<file path="src/rtl/insmem_pkg.sv">
// Shared types and sizing helpers for the loadable instruction memory.
package insmem_pkg;

  typedef enum logic [1:0] {
    IDLE = 2'd0,
    LOAD = 2'd1,
    DONE = 2'd2
  } state_t;

  function automatic int waddr_w(int pc_bits, int addr_lsb);
    return pc_bits - addr_lsb;
  endfunction

  function automatic int depth_f(int pc_bits, int addr_lsb);
    return 1 << waddr_w(pc_bits, addr_lsb);
  endfunction

endpackage

</file>
<file path="src/rtl/insmem_ram.sv">
// Single-port synchronous RAM; a read holds rdata until the next read.
module insmem_ram #(
  parameter int DATA_W = 16,
  parameter int AW     = 5
) (
  input  logic              clka,
  input  logic              en,
  input  logic              we,
  input  logic [AW-1:0]     addr,
  input  logic [DATA_W-1:0] wdata,
  output logic [DATA_W-1:0] rdata
);

  logic [DATA_W-1:0] mem [2**AW];

  always_ff @(posedge clka) begin
    if (en) begin
      if (we) mem[addr] <= wdata;
      else    rdata     <= mem[addr];
    end
  end

endmodule

</file>
<file path="src/rtl/insmem_loader.sv">
// Instruction memory with registered fetch and a streaming program loader.
module insmem_loader
  import insmem_pkg::*;
#(
  parameter int DATA_W   = 16,
  parameter int PC_BITS  = 6,
  parameter int ADDR_LSB = 1,
  parameter int CNT_W    = PC_BITS - ADDR_LSB + 1
) (
  input  logic               clka,
  input  logic               rst,
  input  logic               fetch_en,
  input  logic [PC_BITS-1:0] pc,
  output logic [DATA_W-1:0]  instr_out,
  output logic               instr_valid,
  input  logic               load_start,
  input  logic [PC_BITS-1:0] load_base,
  input  logic [CNT_W-1:0]   load_count,
  input  logic [DATA_W-1:0]  load_data,
  input  logic               load_valid,
  output logic               load_ready,
  output logic               busy,
  output logic               load_done,
  output logic               load_err
);

  localparam int AW = waddr_w(PC_BITS, ADDR_LSB);
  localparam logic [CNT_W-1:0] DEPTH_C =
    CNT_W'(depth_f(PC_BITS, ADDR_LSB));

  state_t            state;
  logic [AW-1:0]     wr_addr;
  logic [CNT_W-1:0]  remaining;
  logic              clr;
  logic              we;
  logic              en;
  logic [AW-1:0]     addr;
  logic [DATA_W-1:0] rdata;
  logic              unused_bits;

  assign unused_bits = ^{pc[ADDR_LSB-1:0], load_base[ADDR_LSB-1:0]};

  assign load_ready = (state == LOAD);
  assign busy       = (state != IDLE);
  assign we         = load_ready & load_valid;
  assign en         = we | ((state == IDLE) & fetch_en);
  assign addr       = load_ready ? wr_addr : pc[PC_BITS-1:ADDR_LSB];
  // clr masks the held RAM read after a load or reset
  assign instr_out  = clr ? '0 : rdata;

  insmem_ram #(
    .DATA_W (DATA_W),
    .AW     (AW)
  ) u_ram (
    .clka  (clka),
    .en    (en),
    .we    (we),
    .addr  (addr),
    .wdata (load_data),
    .rdata (rdata)
  );

  always_ff @(posedge clka) begin
    if (rst) begin
      state       <= IDLE;
      wr_addr     <= '0;
      remaining   <= '0;
      load_done   <= 1'b0;
      load_err    <= 1'b0;
      instr_valid <= 1'b0;
      clr         <= 1'b1;
    end else begin
      load_done <= 1'b0;
      load_err  <= 1'b0;
      unique case (state)
        IDLE: begin
          instr_valid <= fetch_en;
          if (fetch_en) clr <= 1'b0;
          if (load_start) begin
            if (load_count == '0) begin
              state     <= DONE;
              load_done <= 1'b1;
            end else if (load_count > DEPTH_C) begin
              load_err <= 1'b1;
            end else begin
              state     <= LOAD;
              wr_addr   <= load_base[PC_BITS-1:ADDR_LSB];
              remaining <= load_count;
            end
          end
        end
        LOAD: begin
          instr_valid <= 1'b0;
          clr         <= 1'b1;
          if (load_valid) begin
            wr_addr   <= wr_addr + AW'(1);
            remaining <= remaining - CNT_W'(1);
            if (remaining == CNT_W'(1)) begin
              state     <= DONE;
              load_done <= 1'b1;
            end
          end
        end
        DONE: begin
          instr_valid <= 1'b0;
          clr         <= 1'b1;
          state       <= IDLE;
        end
        default: state <= IDLE;
      endcase
    end
  end

endmodule

</file>
<file path="config.mk">
export PLATFORM = sky130hd
export DESIGN_NAME = insmem_loader
export DESIGN_NICKNAME = d
export VERILOG_FILES = /design/src/rtl/insmem_pkg.sv /design/src/rtl/insmem_ram.sv /design/src/rtl/insmem_loader.sv
export SDC_FILE = /design/constraint.sdc
export NUM_CORES = 1
export LEC_CHECK = 0
export ABC_AREA = 1
export CAP_MARGIN = 5
export CORE_UTILIZATION = 40
export DETAILED_ROUTE_END_ITERATION = 10
export SLEW_MARGIN = 20
export SYNTH_ARGS = -nofsm -noshare
export SYNTH_HDL_FRONTEND = slang
export SYNTH_SLANG_ARGS = --single-unit
</file>
<file path="constraint.sdc">
create_clock -name clka -period 2.9 [get_ports clka]
set_clock_uncertainty 0.15 [all_clocks]
set_input_delay 0.725 -clock clka [delete_from_list [all_inputs] [get_ports clka]]
set_output_delay 0.725 -clock clka [all_outputs]
set_load 0.03 [all_outputs]
</file>
[After elaboration in Yosys (flattened, before gate mapping)]
Memory sizes are Yosys's and may differ from the RTL's. A register that Yosys moved wholly into a read port is not among the register bits.
Cells that the tools add are included.
Operators by class
  add/sub/neg operators: 2
  equal/unequal tests: 10
  multiplexer cells: 30
  bitwise logic cells: 6
  reductions and logical operators: 11
  order comparisons: 1
Operator list (number)
  $mux 5: 5
  $mux 6: 4
  $mux 16: 1
  $pmux 6 s2: 1
  $mux 2: 5
  $ne 2x2->1 const B: 5
  $pmux 5 s2: 1
  $mux 1: 9
  $eq 6x1->1 const B: 1
  $gt 6x6->1 const B: 1
  $logic_not 6->1: 1
  $pmux 1 s2: 3
  $reduce_bool 2->1: 3
  $sub 6x1->6 const B: 1
  $add 5x1->5 const B: 1
  $reduce_and 5->1: 1
  $pmux 2 s2: 1
  $reduce_and 2->1: 2
  $reduce_and 4->1: 1
  $reduce_or 4->1: 1
  $ne 3x3->1 const B: 1
  $not 1->1: 3
  $and 1x1->1: 2
  $eq 2x1->1 const B: 1
  other kinds (5): 5
Storage, ports and cells
  memories: 1
  logic and storage cells: 68
  flip-flop bits (word level): 17
  RAM bits: 512
Memories
  u_ram.mem: words 32, bits a word 16, rd ports 1, clocked after memory_dff 1, write ports 1, line insmem_ram.sv:14  | logic [DATA_W-1:0] mem [2**AW];

[Logic depth before layout (Yosys ltp)]
Gate-level depths: netlist of the first run.
  depth in word-level cells: 5
  mapped depth: 15
  mapped depth without buffers: 13

[Modules after synthesis]
From an unflattened synthesis of the first run, not the netlist that was laid out.
Second synthesis, totals
  cell total of the unflattened synthesis: 2311
  area, all modules: 23382.4 um^2
Modules (own cells, without submodules)
  insmem_ram: cells each 2078, instances 1, area each 22043.6 um^2, seq. area each 15855.2 um^2
  insmem_loader: cells each 233, instances 1, area each 1338.8 um^2, seq. area each 340.3 um^2

[Worst setup path after synthesis of the first run]
Ideal clock, no wire load.
  kind: register -> register
  from: register state[1]
  to: memory u_ram.mem[3][0], enable pin
  arrival time: 2.457 ns
  slack: -0.095 ns
  library setup time: 0.388 ns
  stages on the path, launching flop included: 11
  path buffers: 2
  data required time: 2.362 ns
  path through: dfxtp_1 -> inv_1 -> ha_1 -> inv_2 -> buf_6 -> nand2_2 -> nand2_8 -> nor3_4 -> buf_4 -> inv_1 -> nor2_1
Between the ends
  longest elaborated chain between the ends: 5
Ends and longest elaborated chain
  start: declaration: line insmem_loader.sv:31  | state_t state;
  start signal: assignment: line insmem_loader.sv:65  | state <= IDLE;
  start signal: assignment: line insmem_loader.sv:81  | state <= DONE;
  start signal: assignment: line insmem_loader.sv:86  | state <= LOAD;
  $eq 2x1->1 *: line insmem_loader.sv:43  | assign load_ready = (state == LOAD);
  net load_ready: line insmem_loader.sv:21  | output logic load_ready,
  $and 1x1->1: line insmem_loader.sv:45  | assign we = load_ready & load_valid;
  $mux 1 / $or 1x1->1 (equally long branches): line insmem_ram.sv:18, insmem_loader.sv:46
  $mux 1: line insmem_ram.sv:17  | if (en) begin
  $mux 1 (implied by the code): line insmem_ram.sv:18  | if (we) mem[addr] <= wdata;
  end: declaration: line insmem_ram.sv:14
Mark *: on every way through the listed nets, which the timed path passes. The rest lies on a longest branch.

[Final worst setup path of the first run]
  from: register state[1]
  to: memory u_ram.mem[30][10], enable pin
Between the ends
  longest elaborated chain between the ends: 5
Ends and longest elaborated chain (line)
  $eq 2x1->1 / $logic_not 2->1 (equally long branches): insmem_loader.sv:43, insmem_loader.sv:46
  $and 1x1->1 (on tied branches): insmem_loader.sv:45, insmem_loader.sv:46
  $mux 1 / $or 1x1->1 (equally long branches): insmem_ram.sv:18, insmem_loader.sv:46
  $mux 1: insmem_ram.sv:17
  $mux 1 (implied by the code): insmem_ram.sv:18
Parallel ways exist; a longest one is shown, timed or not.

==> results of run 1 <==
-- per-layer routing --
layer  vias to the layer above  wire length (um)  track usage (%)
li1                       8013                 -                -
met1                      8121             28300             30.2
met2                       598             29900             34.5
met3                        76              4560             3.06
met4                         0              1400             5.61
met5                         -                 0                0
-- power groups by stage --
stage                     Combinational [mW]  Sequential (mW)  Clock, mW
final                                   9.91             9.18       7.37
after global routing                    10.9             9.22       7.78
after CTS                               9.88             9.19       7.48
after detailed placement                9.84             9.35          0
after global placement                  9.74             9.34          0
after floorplan                         6.08             9.32          0
-- area by class of cell --
type | instances | area (um^2)
fill | 5198 | 29700
sequential | 545 | 16200
multi-input combinational | 1588 | 6670
timing repair buffer | 226 | 2530
clock buffer | 70 | 1460
tap | 765 | 957
clock inverter | 32 | 407
inverter | 47 | 181
-- cell families after synthesis --
group / count (synthesis) / share of synthesized area, %
xor+xnor: 1 / 0.0370
simple gates: 1551 / 26.8
buf+inv: 177 / 3.67
fa+ha+maj: 6 / 0.317
flops: 545 / 68.4
compound gates: 30 / 0.787
-- Yosys cell counts (all sizes together) --
library cell	number	share of area (%)
ha	6	0.32
o21ai	9	0.29
nand4	4	0.11
nor3	6	0.41
o21bai	1	0.032
edfxtp	528	67
buf	111	2.6
nand2	1164	19
o211ai	2	0.063
nor2	95	1.6
nand3b	2	0.063
or2	1	0.026
dfxtp	17	1.4
xor2	1	0.037
clkbuf	19	0.30
nand3	279	5.9
o22a	1	0.037
o22ai	2	0.053
inv	47	0.74
a21oi	15	0.32
-- state kept, by name, indices dropped and copies added (netlist names) --
| register | cells |
|---|---|
| state | 2 |
| remaining | 6 |
| load_err | 1 |
| wr_addr | 5 |
| load_done | 1 |
| u_ram.rdata | 16 |
| clr | 1 |
| instr_valid | 1 |
| u_ram.mem | 512 |
-- critical path: cells and delay by family (launching register included) --
kind | cells | cell delay (ps)
DFF | 1 | 310
and+or+nand+nor | 4 | 680
buffers and inverters | 5 | 1060
adders and majority gates | 1 | 270
-- worst min-delay path by stage --
stage	cells after the start	slack, ps	end	from
3_3_place_gp	2	300	instr_valid$_SDFFE_PP0P_	instr_valid$_SDFFE_PP0P_
6_report	2	320	instr_valid$_SDFFE_PP0P_	instr_valid$_SDFFE_PP0P_
3_5_place_dp	2	310	instr_valid$_SDFFE_PP0P_	instr_valid$_SDFFE_PP0P_
5_1_grt	2	350	remaining[1]$_SDFFE_PP0P_	remaining[1]$_SDFFE_PP0P_
2_1_floorplan	2	290	remaining[5]$_SDFFE_PP0P_	remaining[5]$_SDFFE_PP0P_
4_1_cts	2	320	instr_valid$_SDFFE_PP0P_	instr_valid$_SDFFE_PP0P_
-- timing repair --
action | in CTS | in global routing
endpoints found under the setup margin | 1 | 40
gates resized for setup | 1 | 3
endpoints found under the hold margin | 0 | 0
pin swaps | 0 | 0
==> impl_summary.md, run 1 <==
Status
The flow ran to the end, and the final reports show no timing, DRC or antenna violations.

Layout
Leaving out fill and tap cells, the most frequent cell in the layout is sky130_fd_sc_hd__nand2_1. 0 antenna diodes ended up in the layout. The finished layout holds 3273 standard cells, fillers aside. Of the cells placed in the final design, the portion with a size suffix greater than 1 is 11.2%.

Leaving out fill and tap cells, the most frequent cells in the layout are sky130_fd_sc_hd__nand2_1 (1153), sky130_fd_sc_hd__edfxtp_1 (528), sky130_fd_sc_hd__nand3_1 (279). The net count of the finished layout is 2508. Once layout is complete, the utilization of the core stands at 48.9%. From synthesis to final layout, the design area changed by 19.9%. The post-route standard cell area excluding fillers is 0.0284 mm^2.

Floorplan
The starting density of the core is 40.7%. The number of primary I/O pins is 60. The area of the die is 0.0602 mm^2. The row count is 88. The placeable core area is 0.0581 mm^2. Measured along the x axis, the die boundary spans 245 um.

The die height is 245 um.

Setup path
At the worst endpoint, the arrival time is 2950 ps. For the worst setup path, the data required time is 3080 ps. In this run the worst path has a maximum fanout of 24. The number of cells on the worst reg-to-reg path is 10. The worst register-to-register path has a setup slack of 140 ps. The capture point of the worst path is u_ram.mem[30][10]$_DFFE_PP_. The reg-to-reg startpoint is state[1]$_SDFFE_PP0P_. On the worst path, the slowest cell contributes a delay of 340 ps. Walking the worst path, the cells encountered are inv_1 -> ha_1 -> buf_12 -> nand2_8 -> nand2_8 -> buf_4 -> nand3_1 -> buf_4 -> nor2_1 -> buf_12. Tracing the worst setup path back leads to its startpoint at state[1]$_SDFFE_PP0P_.

The reg-to-reg endpoint is u_ram.mem[30][10]$_DFFE_PP_. The type of the worst setup path is reg -> reg. The critical path's slowest cell is sky130_fd_sc_hd__buf_4. The worst setup path is launched from a flip-flop. The worst setup path is captured at a flip-flop.

Global route
The initial antenna violation count is 0. The via count of the first global-routing pass is 15800. The overall routing resource usage is 21.4%. The maximum number of pins on one net before global-route repair is 73. The overall overflow remaining after global route is 0.

The first global-routing pass estimated 96500 um of wire.

Synth
The mean post-synth cell area is 10.3 um^2. The number of nets handed over by synthesis was 2355. The sequential-to-total area share from yosys stat is 68.4%. The number of register bits inferred by synthesis is 545. The synthesized netlist occupies a cell area of 0.0237 mm^2. Yosys printed 0 warnings. The netlist uses 29 different library cells. In the synthesized netlist, the number of instances is 2310.

STA
Subtracting the final worst setup slack from the clock period gives 2760 ps. Hold is met by 319 ps. The final number of hold-violating endpoints is 0. After layout, the worst setup slack is 135 ps.

The part of the cycle the worst path needs is 95.3%. The number of max-slew violations in the final report came to 0. Setup repair after global routing left no endpoint under its margin. For the final routed database, the setup TNS stands at 0 ps. The maximum achievable frequency is 0.362 GHz. The transition time at the pin with the least slew margin is 506 ps. Measured against its own limit, the worst slew margin works out to 66.3%. Setup violations remaining at the end of the flow were counted as 0.

Route
After detailed routing, the total wire length is 64100 um. The first detailed-routing pass ran for 8 iterations. The number of violations reported at the end of detailed-routing iteration 0 is 1556. In the routed layout, each cell is associated on average with a via count of 5.14. The residual DRC count is 0. The number of nets with antenna violations after routing is 0. The wire length per cell is 19.6 um. The via total after detailed routing is 16800.

Pwr
The largest vdd supply drop is 0.510 mV. In this run the power density over the cells is 932 mW/mm^2. The analysis attributes to net switching a power of 9.75 mW. Combinational cells account for 37.4% of the total power. The internal power summed over all cells is 16.7 mW.

Net switching is 36.8% of the power. The clock network fraction of design power is 27.9%. The sequential power share is 34.7%. The total power is 26.5 mW. Summed over all cells, the static leakage comes to 11.6 nW.

Placement
Port buffering added 57 buffers. Prior to clock tree synthesis, the placed netlist has a worst setup slack of -224 ps. Once placement finished, the instance area stood at 0.0265 mm^2. Summed over all nets, the half-perimeter wirelength after detailed placement is 38800 um. At the end of routability-driven placement, the weighted congestion stood at 0.868. The number of cells after detailed placement is 3171.

Clock network
The maximum number of buffers from clock root to sink is 3. Counting the buffers created by CTS gives 55. The number of hold buffers added after CTS is 0.

The CTS tree is yes. Counting every sink on the clock net gives 545. Clock-pin slew was measured on the worst setup and hold paths at 60 ps. The root buffer cell is sky130_fd_sc_hd__clkbuf_16.

The clock latency reported for the late side of the worst-skew pair is 630 ps. The clock tree synthesis step divided the H-tree into 2 levels. The number of buffers inserted to repair setup after CTS is 0.

Run
The total of max-cap violations is 0.

Hold path
In this run the worst hold path is classified as reg -> reg.
No activity file was read; power rests on OpenSTA's default activity.
==> run 2, diff against run 1 <==
- SLEW_MARGIN: 20 -> not set
==> results of run 2 <==
Final layout, timing and power as in run 1 (identical DEF).
